==> config.mk <==
export PLATFORM = sky130hd
export DESIGN_NAME = bus_master_if
export DESIGN_NICKNAME = d
export VERILOG_FILES = /design/src/rtl/bus_pkg.sv /design/src/rtl/bus_timeout_cnt.sv /design/src/rtl/bus_master_if.sv
export SDC_FILE = /design/constraint.sdc
export NUM_CORES = 1
export LEC_CHECK = 0
export ABC_AREA = 1
export CAP_MARGIN = 20
export CORE_UTILIZATION = 43
export DETAILED_ROUTE_END_ITERATION = 6
export GPL_TIMING_DRIVEN = 0
export PLACE_DENSITY = 0.81
export SETUP_SLACK_MARGIN = 0.1
export SLEW_MARGIN = 20
export SYNTH_ARGS = -nofsm -noshare
export SYNTH_HDL_FRONTEND = slang
export SYNTH_SLANG_ARGS = --single-unit
==> constraint.sdc <==
create_clock -name clk -period 1.39 [get_ports clk]
set_input_delay 0.417 -clock clk [delete_from_list [all_inputs] [get_ports clk]]
set_output_delay 0.417 -clock clk [all_outputs]
set_load 0.02 [all_outputs]
==> src/rtl/bus_pkg.sv <==
// Shared bus definitions: FSM state encoding, idle-level constants and the
// default widths used by masters, the arbiter and the slave decoders.
package bus_pkg;

  localparam int DEF_ADDR_W = 30;
  localparam int DEF_DATA_W = 32;

  typedef enum logic [1:0] {
    IDLE   = 2'd0,
    REQ    = 2'd1,
    ACCESS = 2'd2
  } state_t;

  localparam logic RW_READ  = 1'b1;
  localparam logic RW_WRITE = 1'b0;

  // A non-owner parks at these levels so OR/AND-combined bus lines are unaffected
  localparam logic [DEF_ADDR_W-1:0] BUS_ADDR_IDLE   = '0;
  localparam logic [DEF_DATA_W-1:0] BUS_DATA_IDLE   = '0;
  localparam logic                  BUS_STROBE_IDLE = 1'b1;
  localparam logic                  BUS_REQ_IDLE    = 1'b1;

endpackage

==> src/rtl/bus_timeout_cnt.sv <==
// 8-bit wait counter for the ACCESS phase; expired is high once the count
// reaches LIMIT, and the count saturates there until cleared.
module bus_timeout_cnt #(
  parameter int LIMIT = 255
) (
  input  logic clk,
  input  logic reset,
  input  logic clear,
  input  logic enable,
  output logic expired
);

  localparam logic [7:0] LIMIT_C = 8'(LIMIT);

  logic [7:0] count_reg;

  always_ff @(posedge clk or negedge reset) begin
    if (!reset) begin
      count_reg <= '0;
    end else if (clear) begin
      count_reg <= '0;
    end else if (enable && (count_reg != LIMIT_C)) begin
      count_reg <= count_reg + 8'd1;
    end
  end

  assign expired = (count_reg == LIMIT_C);

endmodule

==> src/rtl/bus_master_if.sv <==
// Master-side bus interface: requests the bus, issues one address strobe,
// waits for slave ready (or times out) and reports completion to the core.
module bus_master_if
  import bus_pkg::*;
#(
  parameter int ADDR_W      = DEF_ADDR_W,
  parameter int DATA_W      = DEF_DATA_W,
  parameter int TIMEOUT_CYC = 255
) (
  input  logic              clk,
  input  logic              reset,
  input  logic              core_req,
  input  logic              core_rw,
  input  logic [ADDR_W-1:0] core_addr,
  input  logic [DATA_W-1:0] core_wr_data,
  output logic              core_busy,
  output logic              core_done,
  output logic              core_err,
  output logic [DATA_W-1:0] core_rd_data,
  output logic              bus_req_,
  input  logic              bus_grnt_,
  output logic              bus_as_,
  output logic              bus_rw,
  output logic [ADDR_W-1:0] bus_addr,
  output logic [DATA_W-1:0] bus_wr_data,
  input  logic              bus_rdy_,
  input  logic [DATA_W-1:0] bus_rd_data
);

  localparam logic [ADDR_W-1:0] ADDR_IDLE = ADDR_W'(BUS_ADDR_IDLE);
  localparam logic [DATA_W-1:0] DATA_IDLE = DATA_W'(BUS_DATA_IDLE);

  state_t            state_reg;
  logic              rw_reg;
  logic [ADDR_W-1:0] addr_reg;
  logic [DATA_W-1:0] wr_data_reg;
  logic              expired;

  // Counter runs only while waiting for ready in ACCESS; held at zero otherwise
  bus_timeout_cnt #(
    .LIMIT (TIMEOUT_CYC)
  ) u_timeout (
    .clk     (clk),
    .reset   (reset),
    .clear   (state_reg != ACCESS),
    .enable  ((state_reg == ACCESS) && bus_rdy_),
    .expired (expired)
  );

  always_ff @(posedge clk or negedge reset) begin
    if (!reset) begin
      state_reg    <= IDLE;
      rw_reg       <= RW_READ;
      addr_reg     <= '0;
      wr_data_reg  <= '0;
      bus_req_     <= BUS_REQ_IDLE;
      bus_as_      <= BUS_STROBE_IDLE;
      bus_rw       <= RW_READ;
      bus_addr     <= ADDR_IDLE;
      bus_wr_data  <= DATA_IDLE;
      core_busy    <= 1'b0;
      core_done    <= 1'b0;
      core_err     <= 1'b0;
      core_rd_data <= '0;
    end else begin
      core_done <= 1'b0;
      core_err  <= 1'b0;
      case (state_reg)
        IDLE: begin
          // Grant seen here is the arbiter's power-up owner, not ours to use
          if (core_req) begin
            rw_reg      <= core_rw;
            addr_reg    <= core_addr;
            wr_data_reg <= core_wr_data;
            bus_req_    <= 1'b0;
            core_busy   <= 1'b1;
            state_reg   <= REQ;
          end
        end
        REQ: begin
          if (!bus_grnt_) begin
            bus_as_     <= 1'b0;
            bus_rw      <= rw_reg;
            bus_addr    <= addr_reg;
            bus_wr_data <= wr_data_reg;
            state_reg   <= ACCESS;
          end
        end
        ACCESS: begin
          bus_as_ <= BUS_STROBE_IDLE;
          // Slave ready wins over a timeout landing in the same cycle
          if (!bus_rdy_ || expired) begin
            if (!bus_rdy_) begin
              if (bus_rw == RW_READ) begin
                core_rd_data <= bus_rd_data;
              end
            end else begin
              core_err     <= 1'b1;
              core_rd_data <= '0;
            end
            core_done   <= 1'b1;
            core_busy   <= 1'b0;
            bus_req_    <= BUS_REQ_IDLE;
            bus_rw      <= RW_READ;
            bus_addr    <= ADDR_IDLE;
            bus_wr_data <= DATA_IDLE;
            state_reg   <= IDLE;
          end
        end
        default: begin
          state_reg <= IDLE;
        end
      endcase
    end
  end

endmodule

## After elaboration in Yosys (flattened, before gate mapping)

Index checks and enable logic that the tools add are counted.

- Flip-flop bits (word level): 173
- Input port bits: 100
- Output and inout port bits: 100
- Word-level logic and storage cells: 67

- $add $sub $neg: 1
- Equality and inequality tests: 8
- Muxes and demuxes: 29
- Reduce and logical (&&, ||, !) cells: 15

Operators by type and width:

| kind | count |
|---|---|
| 32-bit two-way mux | 4 |
| 32-bit one-hot mux with 2 select lines | 1 |
| 30-bit two-way mux | 2 |
| 30-bit one-hot mux with 2 select lines | 1 |
| 8-bit two-way mux | 2 |
| 3-bit AND reduction | 4 |
| 1-bit two-way mux | 11 |
| 8-bit by 1-bit adder with 8-bit output (second input constant) | 1 |
| 8-bit equality test (second input constant) | 1 |
| 8-bit inequality test (second input constant) | 1 |
| 1-bit one-hot mux with 2 select lines | 4 |
| 2-bit nonzero test | 4 |
| 2-bit two-way mux | 3 |
| 2-bit inequality test (second input constant) | 3 |
| 2-bit one-hot mux with 3 select lines | 1 |
| 2-bit AND reduction | 2 |
| 2-bit by 1-bit equality test with 1-bit output (second input constant) | 1 |
| 2-bit equality test (second input constant) | 1 |
| 1-bit logical AND | 2 |
| 2-bit zero test | 1 |
| 2-bit by 1-bit inequality test with 1-bit output (second input constant) | 1 |
| 1-bit zero test | 1 |
| 1-bit logical OR | 1 |

## Depth between registers and ports, before layout

- Word-level depth: 5
- Depth in mapped cells: 10
- Gate-level depth less buffers: 9

## Hierarchy

Synthesis repeated with hierarchy kept, for this count alone.

- Cell total of the unflattened synthesis: 863
- Area total of the unflattened synthesis: 7339.5 µm²

By module, submodules not included:

| module | times used | cells an instance | area each (µm²) | seq. area each (µm²) |
|---|---|---|---|---|
| bus_master_if | 1 | 793 | 6831.6 | 4134.0 |
| bus_timeout_cnt | 1 | 70 | 508.0 | 200.2 |

## Least setup slack after synthesis

OpenSTA, ideal clock, no wires.

- Path type: register -> register
- Start: register u_timeout.count_reg[1]
- End: register bus_addr[10]
- Library setup time: 0.130 ns
- Data arrival time: 1.357 ns
- Data required time: 1.260 ns
- Slack: -0.097 ns
- Stages on the path, launching flop included: 11
- Path buffers: 2
- Period minus slack after synthesis: 1.487 ns
- Cells stage by stage: dfrtp_1 > ha_1 > nand2_2 > nor2_2 > nand2_2 > nand2_4 > nand2_4 > buf_6 > buf_6 > nand2_1 > o21ai_1

- Longest elaborated chain between the ends: 4

RTL lines:

| item | RTL line | RTL |
|---|---|---|
| from (decl) | bus_timeout_cnt.sv:15 | `logic [7:0] count_reg;` |
| from (signal assigned) | bus_timeout_cnt.sv:23 | `count_reg <= count_reg + 8'd1;` |
| 8-bit equality test | bus_timeout_cnt.sv:27 | `assign expired = (count_reg == LIMIT_C);` |
| 1-bit logical OR | bus_master_if.sv:92 | `if (!bus_rdy_ \|\| expired) begin` |
| 2-bit by 1-bit inequality test with 1-bit output (no source line) | n/a |  |
| 3-bit AND reduction (no source line) | n/a |  |
| to (signal assigned) | bus_master_if.sv:84 | `bus_addr <= addr_reg;` |
| to (decl) | bus_master_if.sv:24 | `output logic [ADDR_W-1:0] bus_addr,` |

Every way passes these cells.
A chain may end at the register's enable or synchronous reset.

## Final worst setup path

- Start: register u_timeout.count_reg[0]
- End: register bus_addr[19]

Same word-level chain as after synthesis.

==> results.json <==
{
  "status": "complete, but fails checks",
  "violations": "setup timing",
  "setup_viol": 108,
  "gp_congestion": 0.869,
  "area_growth_pct": 59.6,
  "slew_headroom_pct": 51.8,
  "ant_nets": 0,
  "synth_top_cell_by_area": "dfrtp_1",
  "fp.dieH_um": 128,
  "grt_pass1_wl_um": 29100,
  "holdWs_ps": 17.7,
  "p_leak_nw": 5.51,
  "numPortBuffers": 199,
  "grt-ovfl-total": 0,
  "cap_violations": 0,
  "cts-buffers-inserted": 17,
  "die_w_um": 128,
  "finalPower_mw": 25.9,
  "ys_seq_area_share_pct": 63.1,
  "cts-htree-levels": 4,
  "cts.sinks": 173,
  "final_max_slew_viol_count": 0,
  "grt_pass1_vias": 5850,
  "critical_path.slowest_cell": "dfrtp_1",
  "avgSynthCellArea_um2": 8.85,
  "final_cell_mix": "nand2_1, dfrtp_1, buf_6",
  "vias": 6187,
  "syn_nets": 877,
  "start_util_pct": 44.7,
  "fin_skew_ps": 7.35,
  "io_pins": 200,
  "rows": 45,
  "grt_max_degree": 97,
  "worst_slack_ps": -187,
  "yosys-top-cells-area": "dfrtp_1, nand2_1, o21ai_1, o21ai_0, dfstp_2",
  "netlist_area_um2": 6870,
  "netlist_instances": 776,
  "finalCritPeriodShare_pct": 113,
  "wl_per_cell_um": 15.0,
  "power.ir.vdd_worst_v": 0.00125,
  "nets": 1173,
  "antenna_found_initial": 0,
  "cp_max_fo": 5,
  "grt_usage_pct": 23.3,
  "tns_ps": -13850,
  "coreArea_um2": 15400,
  "worstPathCellList": "ha_2 -> nand2_2 -> nor2_4 -> nand2_4 -> nand2_8 -> nand2_8 -> buf_8 -> buf_4 -> nand2_2 -> o21ai_2",
  "synth_cell_type_count": 26,
  "antenna_cells": 0,
  "drt_iter0_markers": 337,
  "period_minus_slack_ps": 1580,
  "critPathKind": "reg2reg",
  "netlist.area_leader.share_pct": 61.6,
  "clk_pin_slew_ps": 60,
  "synth_seq_cells": 173,
  "end_kind": "flip-flop",
  "grt_setup_unrepaired": "yes",
  "final_common_cell": "nand2_1",
  "yosysWarnings": 0,
  "hold_viol": 0,
  "drive_gt1_share_pct": 27.0,
  "vias_per_cell": 4.77,
  "first_pass_iters": 5,
  "ctsHoldBuffers": 0,
  "wl_um": 19400,
  "start_kind": "flip-flop",
  "dieArea_um2": 16500,
  "timing_worst_slew_pin_value_ps": 724,
  "p_per_area_nw_per_um2": 2360,
  "critPathArrivalTime_ps": 1880,
  "clock_latency_ps": 420,
  "drc": 0,
  "cts_tree": "built",
  "clock_path_buffers": 2,
  "hpwlAfterDp_um": 12400,
  "worstHoldPathType": "in2async",
  "worstPathRequired_ps": 1690,
  "cts_root_buffer": "clkbuf_16",
  "max_stage_delay_ps": 370,
  "fmax_mhz": 634
}
report_power, final:
group	total, mW	internal (mW)	switching (mW)
combinational	12.1	6.03	6.09
clock	5.01	3.01	2.00
sequential	8.78	7.26	1.52
cell families (layout without fill, tap and decap cells):
family | Yosys count | after routing | share of synthesized area, %
flops | 173 | 173 | 63.1
fa+ha+maj | 1 | 1 | 0.182
xor+xnor | 2 | 2 | 0.255
buf+inv | 59 | 367 | 4.06
simple gates | 440 | 441 | 24.9
compound gates | 101 | 101 | 7.54
cell type report:
| type | count | area [µm²] |
|---|---|---|
| well taps | 211 | 264 |
| inverters | 17 | 71.3 |
| multi-input cells | 545 | 2370 |
| fillers | 1096 | 4410 |
| plain buffers | 42 | 432 |
| clock buffers | 18 | 429 |
| repair buffers | 275 | 2860 |
| clock inverters | 14 | 194 |
| repair inverters | 1 | 16.3 |
| flip-flops and latches | 173 | 4330 |
worst paths after layout:
kind	startpoint	endpoint	slack (ps)	depth (start not counted)
worst max-delay path	u_timeout.count_reg[0]$_DFFE_PN0P_	bus_addr[19]$_DFFE_PN0P_	-190	10
worst min-delay path	reset	core_rd_data[0]$_DFFE_PN0P_	20	1
worst max register to register	u_timeout.count_reg[0]$_DFFE_PN0P_	bus_addr[19]$_DFFE_PN0P_	-190	10
worst min register to register	rw_reg$_DFFE_PN1P_	rw_reg$_DFFE_PN1P_	480	2
max in group asynchronous	reset	rw_reg$_DFFE_PN1P_	540	2
min in group clk	rw_reg$_DFFE_PN1P_	rw_reg$_DFFE_PN1P_	480	2
critical path, delay by kind of cell (launching register included):
family | cells | cell delay (ps)
buffers and inverters | 2 | 280
AO/OA/AOI/OAI | 1 | 60
adder cells (fa/ha/maj) | 1 | 200
AND/OR/NAND/NOR | 6 | 540
flip-flops | 1 | 370
cells in the mapped netlist (all sizes together):
library cell	instances
o22ai	1
nor2	17
xor2	1
clkbuf	18
dfstp	4
buf	24
xnor2	1
a21oi	1
nand4	2
clkinv	1
o21ai	99
dfrtp	169
inv	16
nand2	415
nand3	6
ha	1
stage by stage:
step / area (µm²) / worst slack [ps] / util [%] / instances
floorplan: 6910 / -92.1 / - / 776
global placement: 9170 / -6980 / 59.7 / 1186
detailed placement: 9200 / -778 / 59.9 / 1187
CTS: 10400 / -189 / 67.6 / 1256
global route: 11000 / -276 / 71.3 / 1296
finish: 11000 / -187 / 71.3 / 1296
per-layer routing:
layer | vias up | global-route usage (%) | wire length [µm]
li1 | 3021 | - | -
met1 | 2917 | 27.6 | 7850
met2 | 216 | 39.0 | 9680
met3 | 33 | 7.82 | 1470
met4 | 0 | 9.62 | 450
met5 | - | 0 | 0
repair_timing:
item / 4_1_cts / 5_1_grt
pin swaps: 5 / 12
gates resized for setup: 659 / 75
hold endpoints to repair: 0 / 0
setup buffers: 35 / 33
endpoints found under the setup margin: 266 / 269
cloned: 2 / 7
(Power assumes the default switching activity.)
